### config.mk
export PLATFORM = sky130hd
export DESIGN_NAME = dah_tile_sched
export DESIGN_NICKNAME = d
export VERILOG_FILES = /design/src/rtl/dah_tile_sched.sv
export SDC_FILE = /design/constraint.sdc
export NUM_CORES = 2
export LEC_CHECK = 0
export CAP_MARGIN = 20
export CORE_MARGIN = 4
export CORE_UTILIZATION = 45
export CTS_BUF_LIST = sky130_fd_sc_hd__clkbuf_8
export DETAILED_ROUTE_END_ITERATION = 7
export GPL_TIMING_DRIVEN = 0
export PLACE_DENSITY = 0.71
export RECOVER_POWER = 25
export SETUP_SLACK_MARGIN = 0.15
export SYNTH_ARGS = -nofsm -noshare
export SYNTH_HDL_FRONTEND = slang
export SYNTH_SLANG_ARGS = --single-unit
export TNS_END_PERCENT = 5
### constraint.sdc
create_clock -name clk -period 35.3 [get_ports clk]
set_clock_uncertainty 0.15 [all_clocks]
set_input_delay 5.295 -clock clk [delete_from_list [all_inputs] [get_ports clk]]
set_output_delay 5.295 -clock clk [all_outputs]
set_load 0.005 [all_outputs]
### src/rtl/dah_tile_sched.sv
// dA*h_prev tile scheduler: streams N_TILES state-buffer tiles through the FP16
// multiplier array and returns the products in issue order via a credit-guarded FIFO.

module dah_tile_sched_chk #(
  parameter int CW = 4
) (
  input logic          clk,
  input logic          rstn,
  input logic          push_i,
  input logic          pop_i,
  input logic          full_i
);
  // A product arriving into a full FIFO with no same-cycle pop would be lost.
  a_no_overflow: assert property (@(posedge clk) disable iff (!rstn) !(push_i && full_i && !pop_i));
endmodule

module dah_tile_sched #(
  parameter int DW         = 16,
  parameter int N_TILE     = 16,
  parameter int N_TILES    = 8,
  parameter int MUL_LAT    = 6,
  parameter int RD_LAT     = 1,
  parameter int FIFO_DEPTH = 8,
  parameter int AW         = 8,
  parameter int TW         = (N_TILES > 1) ? $clog2(N_TILES) : 1
) (
  input  logic                 clk,
  input  logic                 rstn,
  input  logic                 start_i,
  input  logic [DW-1:0]        dA_i,
  input  logic [AW-1:0]        base_i,
  output logic                 busy_o,
  output logic                 done_o,
  output logic                 err_o,
  output logic                 hbuf_ren_o,
  output logic [AW-1:0]        hbuf_raddr_o,
  input  logic [N_TILE*DW-1:0] hbuf_rdata_i,
  output logic                 mul_valid_o,
  output logic [DW-1:0]        mul_dA_o,
  output logic [N_TILE*DW-1:0] mul_hprev_o,
  input  logic                 mul_valid_i,
  input  logic [N_TILE*DW-1:0] mul_dAh_i,
  output logic                 out_valid_o,
  input  logic                 out_ready_i,
  output logic [N_TILE*DW-1:0] out_data_o,
  output logic [TW-1:0]        out_tidx_o,
  output logic                 out_last_o
);
  localparam int TDW = N_TILE * DW;
  localparam int EW  = TDW + TW;
  localparam int FL  = RD_LAT + MUL_LAT;
  localparam int FCW = $clog2(FL + 1);
  localparam int CW  = $clog2(FIFO_DEPTH + 1);
  localparam int PW  = (FIFO_DEPTH > 1) ? $clog2(FIFO_DEPTH) : 1;

  localparam logic [1:0] ST_FLUSH = 2'd0;
  localparam logic [1:0] ST_IDLE  = 2'd1;
  localparam logic [1:0] ST_RUN   = 2'd2;
  localparam logic [1:0] ST_DRAIN = 2'd3;

  localparam logic [TW-1:0]  LAST_T    = TW'(N_TILES - 1);
  localparam logic [FCW-1:0] FLUSH_END = FCW'(FL - 1);
  localparam logic [CW:0]    DEPTH_C   = (CW + 1)'(FIFO_DEPTH);
  localparam logic [CW-1:0]  FULL_C    = CW'(FIFO_DEPTH);
  localparam logic [PW-1:0]  PTR_END   = PW'(FIFO_DEPTH - 1);

  logic [1:0]        state_q, state_d;
  logic [FCW-1:0]    flush_cnt_q, flush_cnt_d;
  logic [DW-1:0]     dA_q, dA_d;
  logic [AW-1:0]     base_q, base_d;
  logic [TW-1:0]     issue_cnt_q, issue_cnt_d;
  logic [TW-1:0]     wr_tidx_q, wr_tidx_d;
  logic [CW-1:0]     inflight_q, inflight_d;
  logic [CW-1:0]     fifo_cnt_q, fifo_cnt_d;
  logic [PW-1:0]     wr_ptr_q, wr_ptr_d;
  logic [PW-1:0]     rd_ptr_q, rd_ptr_d;
  logic [RD_LAT-1:0] ren_pipe_q, ren_pipe_d;
  logic              err_q, err_d;
  logic              done_q, done_d;
  logic [EW-1:0]     fifo_mem_q [FIFO_DEPTH];

  logic              out_valid_s, pop_s, issue_s, capture_s, spurious_s, credit_ok_s, fifo_full_s;
  logic [CW:0]       credit_use_s;
  logic [EW-1:0]     head_s;
  logic [TW-1:0]     head_tidx_s;

  // Handshake, credit and result-capture decode.
  always_comb begin
    out_valid_s  = (fifo_cnt_q != '0);
    pop_s        = out_valid_s & out_ready_i;
    fifo_full_s  = (fifo_cnt_q == FULL_C);
    head_s       = fifo_mem_q[rd_ptr_q];
    head_tidx_s  = head_s[TW-1:0];
    // Same-cycle pop frees a credit so issue resumes the cycle ready returns.
    credit_use_s = {1'b0, inflight_q} + {1'b0, fifo_cnt_q};
    credit_ok_s  = (credit_use_s < (DEPTH_C + {{CW{1'b0}}, pop_s}));
    issue_s      = (state_q == ST_RUN) & credit_ok_s;
    capture_s    = mul_valid_i & (state_q != ST_FLUSH) & (inflight_q != '0);
    spurious_s   = mul_valid_i & (state_q != ST_FLUSH) & (inflight_q == '0);
  end

  // Command sequencing.
  always_comb begin
    state_d     = state_q;
    flush_cnt_d = flush_cnt_q;
    dA_d        = dA_q;
    base_d      = base_q;
    issue_cnt_d = issue_cnt_q;
    wr_tidx_d   = capture_s ? (wr_tidx_q + TW'(1)) : wr_tidx_q;
    done_d      = 1'b0;
    case (state_q)
      ST_FLUSH: begin
        if (flush_cnt_q == FLUSH_END) begin
          state_d     = ST_IDLE;
          flush_cnt_d = '0;
        end else begin
          flush_cnt_d = flush_cnt_q + FCW'(1);
        end
      end
      ST_IDLE: begin
        if (start_i) begin
          state_d     = ST_RUN;
          dA_d        = dA_i;
          base_d      = base_i;
          issue_cnt_d = '0;
          wr_tidx_d   = '0;
        end else begin
          state_d = ST_IDLE;
        end
      end
      ST_RUN: begin
        if (issue_s) begin
          issue_cnt_d = issue_cnt_q + TW'(1);
          state_d     = (issue_cnt_q == LAST_T) ? ST_DRAIN : ST_RUN;
        end else begin
          issue_cnt_d = issue_cnt_q;
        end
      end
      ST_DRAIN: begin
        if (pop_s && (head_tidx_s == LAST_T)) begin
          state_d = ST_IDLE;
          done_d  = 1'b1;
        end else begin
          state_d = ST_DRAIN;
        end
      end
      default: begin
        state_d = ST_FLUSH;
      end
    endcase
  end

  // In-flight accounting, FIFO pointers, read-enable delay line and sticky error.
  always_comb begin
    if (issue_s && !capture_s) begin
      inflight_d = inflight_q + CW'(1);
    end else if (!issue_s && capture_s) begin
      inflight_d = inflight_q - CW'(1);
    end else begin
      inflight_d = inflight_q;
    end
    if (capture_s && !pop_s) begin
      fifo_cnt_d = fifo_cnt_q + CW'(1);
    end else if (!capture_s && pop_s) begin
      fifo_cnt_d = fifo_cnt_q - CW'(1);
    end else begin
      fifo_cnt_d = fifo_cnt_q;
    end
    wr_ptr_d   = capture_s ? ((wr_ptr_q == PTR_END) ? '0 : wr_ptr_q + PW'(1)) : wr_ptr_q;
    rd_ptr_d   = pop_s ? ((rd_ptr_q == PTR_END) ? '0 : rd_ptr_q + PW'(1)) : rd_ptr_q;
    ren_pipe_d = (ren_pipe_q << 1) | RD_LAT'(issue_s);
    err_d      = err_q | spurious_s;
  end

  // Control and counter state.
  always_ff @(posedge clk or negedge rstn) begin
    if (!rstn) begin
      state_q     <= ST_FLUSH;
      flush_cnt_q <= '0;
      dA_q        <= '0;
      base_q      <= '0;
      issue_cnt_q <= '0;
      wr_tidx_q   <= '0;
      inflight_q  <= '0;
      fifo_cnt_q  <= '0;
      wr_ptr_q    <= '0;
      rd_ptr_q    <= '0;
      ren_pipe_q  <= '0;
      err_q       <= 1'b0;
      done_q      <= 1'b0;
    end else begin
      state_q     <= state_d;
      flush_cnt_q <= flush_cnt_d;
      dA_q        <= dA_d;
      base_q      <= base_d;
      issue_cnt_q <= issue_cnt_d;
      wr_tidx_q   <= wr_tidx_d;
      inflight_q  <= inflight_d;
      fifo_cnt_q  <= fifo_cnt_d;
      wr_ptr_q    <= wr_ptr_d;
      rd_ptr_q    <= rd_ptr_d;
      ren_pipe_q  <= ren_pipe_d;
      err_q       <= err_d;
      done_q      <= done_d;
    end
  end

  // Result storage; entries are only observed while counted valid, so no reset.
  always_ff @(posedge clk) begin
    if (capture_s) begin
      fifo_mem_q[wr_ptr_q] <= {mul_dAh_i, wr_tidx_q};
    end
  end

  assign busy_o       = (state_q != ST_IDLE);
  assign done_o       = done_q;
  assign err_o        = err_q;
  assign hbuf_ren_o   = issue_s;
  assign hbuf_raddr_o = base_q + AW'(issue_cnt_q);
  assign mul_valid_o  = ren_pipe_q[RD_LAT-1];
  assign mul_dA_o     = dA_q;
  assign mul_hprev_o  = hbuf_rdata_i;
  assign out_valid_o  = out_valid_s;
  assign out_data_o   = out_valid_s ? head_s[EW-1:TW] : '0;
  assign out_tidx_o   = out_valid_s ? head_tidx_s : '0;
  assign out_last_o   = out_valid_s & (head_tidx_s == LAST_T);

  dah_tile_sched_chk #(.CW(CW)) u_chk (
    .clk    (clk),
    .rstn   (rstn),
    .push_i (capture_s),
    .pop_i  (pop_s),
    .full_i (fifo_full_s)
  );
endmodule

After elaboration in Yosys (flattened, before gate mapping)
Memories as Yosys holds them, arrays and structs flattened.
Index checks and enable logic that the tools add are counted.
Operators by class
  add/sub/neg operators: 12
  magnitude comparators: 1
  equality and inequality tests: 12
  multiplexer cells: 25
  bitwise gates (word level): 7
  reductions and logical operators: 19
Operators by type and width (number)
  $mux 256: 1
  $mux 3: 9
  $mux 4: 4
  $add 3x1->3 const B: 5
  $eq 3x3->1 const B: 5
  $add 4x1->4 const B: 2
  $add 8x3->8: 1
  $mux 2: 4
  $pmux 2 s4: 1
  $reduce_bool 2->1: 4
  $reduce_bool 4->1: 2
  $sub 4x1->4 const B: 2
  $and 1x1->1: 6
  $ne 2x2->1 const B: 3
  $pmux 3 s2: 1
  $add 4x1->5 const A: 1
  $add 4x4->5: 1
  $logic_and 1x1->1: 5
  $lt 5x5->1: 1
  $mux 1: 5
  $eq 2x2->1 const B: 2
  $logic_not 4->1: 1
  $reduce_and 2->1: 2
  $logic_not 1->1: 3
  other kinds (5): 5
Storage, ports and cells
  bits in registers: 52
  bits in writable memories: 2072
  input bits: 541
  logic and storage cells: 90
  memories kept: 1
Memory list
  fifo_mem_q: depth 8, width 259, rd ports 1, clocked after Yosys merged registers in 0, write ports 1, line 80  | logic [EW-1:0] fifo_mem_q [FIFO_DEPTH];

Logic depth before layout (Yosys ltp)
  depth in word-level cells: 9
  gate-level depth with buffers: 14
  gate-level depth less buffers: 14

Worst setup path after synthesis
Ideal clock, no wire load.
  path kind: input -> register
  start: input port mul_valid_i
  end: memory fifo_mem_q[0][0] (netlist bit) (enable)
  arrival time: 29845 ps
  data required time: 33640 ps
  setup slack: 3795 ps
  stages on the path: 3
  buffers on the path: 1
  path through: nand3_1 -> buf_2 -> nor4_1
On the way
  cells in the longest elaborated chain, start to end: 4
RTL lines
  start: declaration: line 41  | input logic mul_valid_i,
  $and 1x1->1 (2 in series): line 98  | capture_s = mul_valid_i & (state_q != ST_FLUSH) & (inflight_q != '0);
  $mux 1: line 210  | if (capture_s) begin
  $mux 1 (implied by the code): line 211  | fifo_mem_q[wr_ptr_q] <= {mul_dAh_i, wr_tidx_q};
  end: declaration: line 80
Every way passes these cells.

Final worst setup path
  start: input port out_ready_i
  end: output port hbuf_ren_o
On the way
  cells in the longest elaborated chain, start to end: 4
RTL lines
  start: declaration: line 44  | input logic out_ready_i,
  $and 1x1->1: line 90  | pop_s = out_valid_s & out_ready_i;
  $add 4x1->5: line 96  | credit_ok_s = (credit_use_s < (DEPTH_C + {{CW{1'b0}}, pop_s}));
  $lt 5x5->1: line 96
  $and 1x1->1: line 97  | issue_s = (state_q == ST_RUN) & credit_ok_s;
  end: declaration: line 35  | output logic hbuf_ren_o,
Every way passes these cells.

==> reports/qor.yml <==
run_status: "finished, violations left"
violations: "capacitance limit, slew limit"
worst_setup_hold_path_clk_slew_ps: 70
setup_repair_after_global_routing_missed_its_margin: "no"
synth_top_family_by_area: "multiplexers"
area_growth_pct: 24.8
worstPathCellList: "clkdlybuf4s50_1 > o41a_4 > clkinv_2 > nor4b_2 > o311ai_4 > inv_1 > clkdlybuf4s50_1"
setup_viol_count_final: 0
cts_made_buffers: 353
average_detailed_routed_wire_length_per_instance_um: 31.5
filler_cell_count: 13610
worst_r2r_path_depth: 13
clockRootBuffer: "sky130_fd_sc_hd__clkbuf_8"
placeableCoreArea_sq_um: 183000
nNetsFinal: 5814
synth_common_cells: "sky130_fd_sc_hd__edfxtp_1 (2072), sky130_fd_sc_hd__mux4_2 (518), sky130_fd_sc_hd__nor2_1 (273)"
critical_path_arrival_ps: 7670
muxShareOfSynthArea_pct: 17.3
worstPathBufferInverterCount: 4
timing_worst_slew_pin_value_ps: 1720
dp.final_hpwl_um: 189000
pwr-share-comb_pct: 2.9
ys_top_cells_by_area: "sky130_fd_sc_hd__edfxtp_1 (75%), sky130_fd_sc_hd__mux4_2 (14%), sky130_fd_sc_hd__mux2i_1 (3.2%)"
grt_first_pass_wirelength_um: 349000
number_of_enable_type_register_cells_in_the_synthesized_netlist: 2072
die_height_um: 437
die-area_sq_um: 191000
via_per_inst: 5.54
yosys_register_bits: 2124
grt_max_degree: 30
synth_seq_area_share_pct: 76.6
cts.path.max_buffers: 4
post_cts_buffers: 0
min_path_type: "register to register"
worstSetupPathDepth: 7
timing.critical_path.mode_cell: "sky130_fd_sc_hd__clkdlybuf4s50_1"
portBuffers: 830
leakagePower_nw: 33.5
clkLatencyLatePin_ps: 1030
tns_ps: 0
internal_power_w: 0.00380
synth_compound_gate_area_share_pct: 0.285
synth_largest_area_cell: "sky130_fd_sc_hd__edfxtp_1"
post_cts_resize_count: 0
yosysMostFrequentCell: "sky130_fd_sc_hd__edfxtp_1"
grt.overflow.total: 0
synthDistinctLibCells: 44
endpoint_kind: "output pin"
syn-mean-instance-area_sq_um: 21.7
dominantRegCellSynth: "sky130_fd_sc_hd__edfxtp_1"
initial_utilization_pct: 45.3
max-cap-violations: 1
critPathRequiredTime_ps: 29850
ios: 1087
firstDrtPassIters: 8
post-synth-top-area-fraction_pct: 75.1
cellPowerDensity_nw_per_um2: 46.5
routabilityCongestion: 1.07
fraction_of_layout_cells_with_a_size_suffix_above_1_pct: 27.6
timing_hold_violations_final: 0
switchingPower_w: 0.00101
postCtsHoldBufs: 0
fraction_of_the_cycle_the_final_worst_path_needs_pct: 37.2
sw_frac_of_total_pct: 21.0
synth_xor_xnor_area_share_pct: 0.159
critical_path.startpoint_type: "input port"
critical-path-max-stage-delay_ps: 550
power.sequential.fraction_pct: 57.6
timing.hold.ws_ps: 329
ys.warnings.count: 0
synthAdderAreaFrac_pct: 0.399
clock_power_share_pct: 39.6
vias: 44391
postSynthNetCount: 4392
post_synth_simple_gate_area_pct: 1.88
tritoncts: "built"
grt_pass1_vias: 45133
synth-async-reset-ratio_pct: 2.45
relSlewSlack_pct: -14.5
fmax_ghz: 0.0763
floorplan.die.width_um: 437
wirelength_um: 253000
post_route_antenna_net_violation_count: 0
worst_path_dominant_cell_family: "buffers and inverters"
antenna_found_initial: 110
clkSinkCount: 2124
cts_htree_levels: 5
path_class: "input port to output pin"
syn-cell-area_sq_um: 82900
drcViolationCount: 0
post_synth_inst_count: 3827
detail_route.iter0.violations: 4422
timing_max_transition_violations_final: 30
post-route-min-period_ps: 13110
core.rowCount: 157
critPathMaxFanout: 6
grt_use_total_pct: 26.1
crit_slowest_cell: "sky130_fd_sc_hd__clkdlybuf4s50_1"
worst_hold_path.num_cells: 2
ir_drop_v: 0.0000420
p_total_w: 0.00480
-- layout make-up --
class	instances	area, sq um	share of cell area (%)
antenna	61	153	0.148
buffer	436	2690	2.60
clock buffer	361	4970	4.80
clock inverter	238	1040	1.01
inverter	16	61.3	0.0593
multi-input combinational	1251	16700	16.1
sequential	2124	63500	61.4
tap	2464	3080	2.98
timing repair buffer	1067	11200	10.9
-- power by group through the flow --
stage	clock, W	sequential [W]	combinational (W)
2_1_floorplan	0	0.00282	0.0000236
3_3_place_gp	0	0.00282	0.000138
3_5_place_dp	0	0.00282	0.000141
4_1_cts	0.00194	0.00277	0.000142
5_1_grt	0.00207	0.00276	0.000143
6_report	0.00190	0.00277	0.000138
-- state kept, by name, summed over array words and instances, names as in the netlist --
register	count
flush_cnt_q	3
err_o	1
wr_ptr_q	3
base_q	8
wr_tidx_q	3
done_o	1
fifo_mem_q	2072
issue_cnt_q	3
mul_valid_o	1
rd_ptr_q	3
fifo_cnt_q	4
state_q	2
mul_dA_o	16
inflight_q	4
-- worst min-delay path, stage by stage, from the launching register on --
cell and delay, ps:
sky130_fd_sc_hd__dfrtp_1 340, sky130_fd_sc_hd__nand2_1 50, sky130_fd_sc_hd__nand2_1 60
-- layout by cell type (no fill, tap or decap), drive strengths merged, types with 2 or more instances in the layout --
master / count
a21o: 5
a21oi: 6
a31oi: 3
and2: 2
and3b: 2
buf: 583
bufinv: 3
clkbuf: 452
clkdlybuf4s50: 666
clkinv: 123
clkinvlp: 5
dfrtp: 52
diode: 61
dlygate4sd3: 163
edfxtp: 2072
fa: 4
ha: 20
inv: 123
mux2: 5
mux2i: 263
mux4: 518
nand2: 92
nand2b: 3
nand3: 4
nand4: 2
nor2: 273
nor3: 8
nor4: 2
o21ai: 10
o22ai: 2
xnor2: 12
xor2: 3
-- through the flow --
| stage | utilization, % | instances | setup WS (ps) | instance area (sq um) |
|---|---|---|---|---|
| after floorplan | - | 3827 | 3790 | 82900 |
| after global placement | 51.5 | 7121 | -23150 | 94300 |
| after detailed placement | 53.1 | 7358 | 22220 | 97300 |
| after CTS | 56.4 | 7957 | 22220 | 103000 |
| after global routing | 56.5 | 7992 | 22180 | 103000 |
| final | 56.5 | 8018 | 22190 | 103000 |
-- final timing paths --
path                                                end                startpoint  slack, ps
hold / removal                 mul_dA_o[14]$_DFFE_PN0P_  mul_dA_o[14]$_DFFE_PN0P_        330
min in group asynchronous       mul_dA_o[0]$_DFFE_PN0P_                      rstn       4470
setup reg to reg           fifo_mem_q[0][160]$_DFFE_PP_    state_q[0]$_DFFE_PN0P_      31190
max in group asynchronous    flush_cnt_q[2]$_DFFE_PN0P_                      rstn      28240
hold reg to reg                mul_dA_o[14]$_DFFE_PN0P_  mul_dA_o[14]$_DFFE_PN0P_        330
setup / recovery                             hbuf_ren_o               out_ready_i      22190
-- layer usage --
metal	track usage, %	part of all wire [%]
met3	6.62	7.6
met1	30.8	36
met2	42.8	50
met5	0	0.11
met4	16.4	7.1
-- cells by family (layout without fill, tap and decap cells) --
kind of cell	count (synthesis)	after routing
simple gates	394	394
flops	2124	2124
compound gates	32	32
mux	786	786
other cells	0	61
buf+inv	452	2118
xor+xnor	15	15
fa+ha+maj	24	24
No activity file was read; power rests on OpenSTA's default activity.
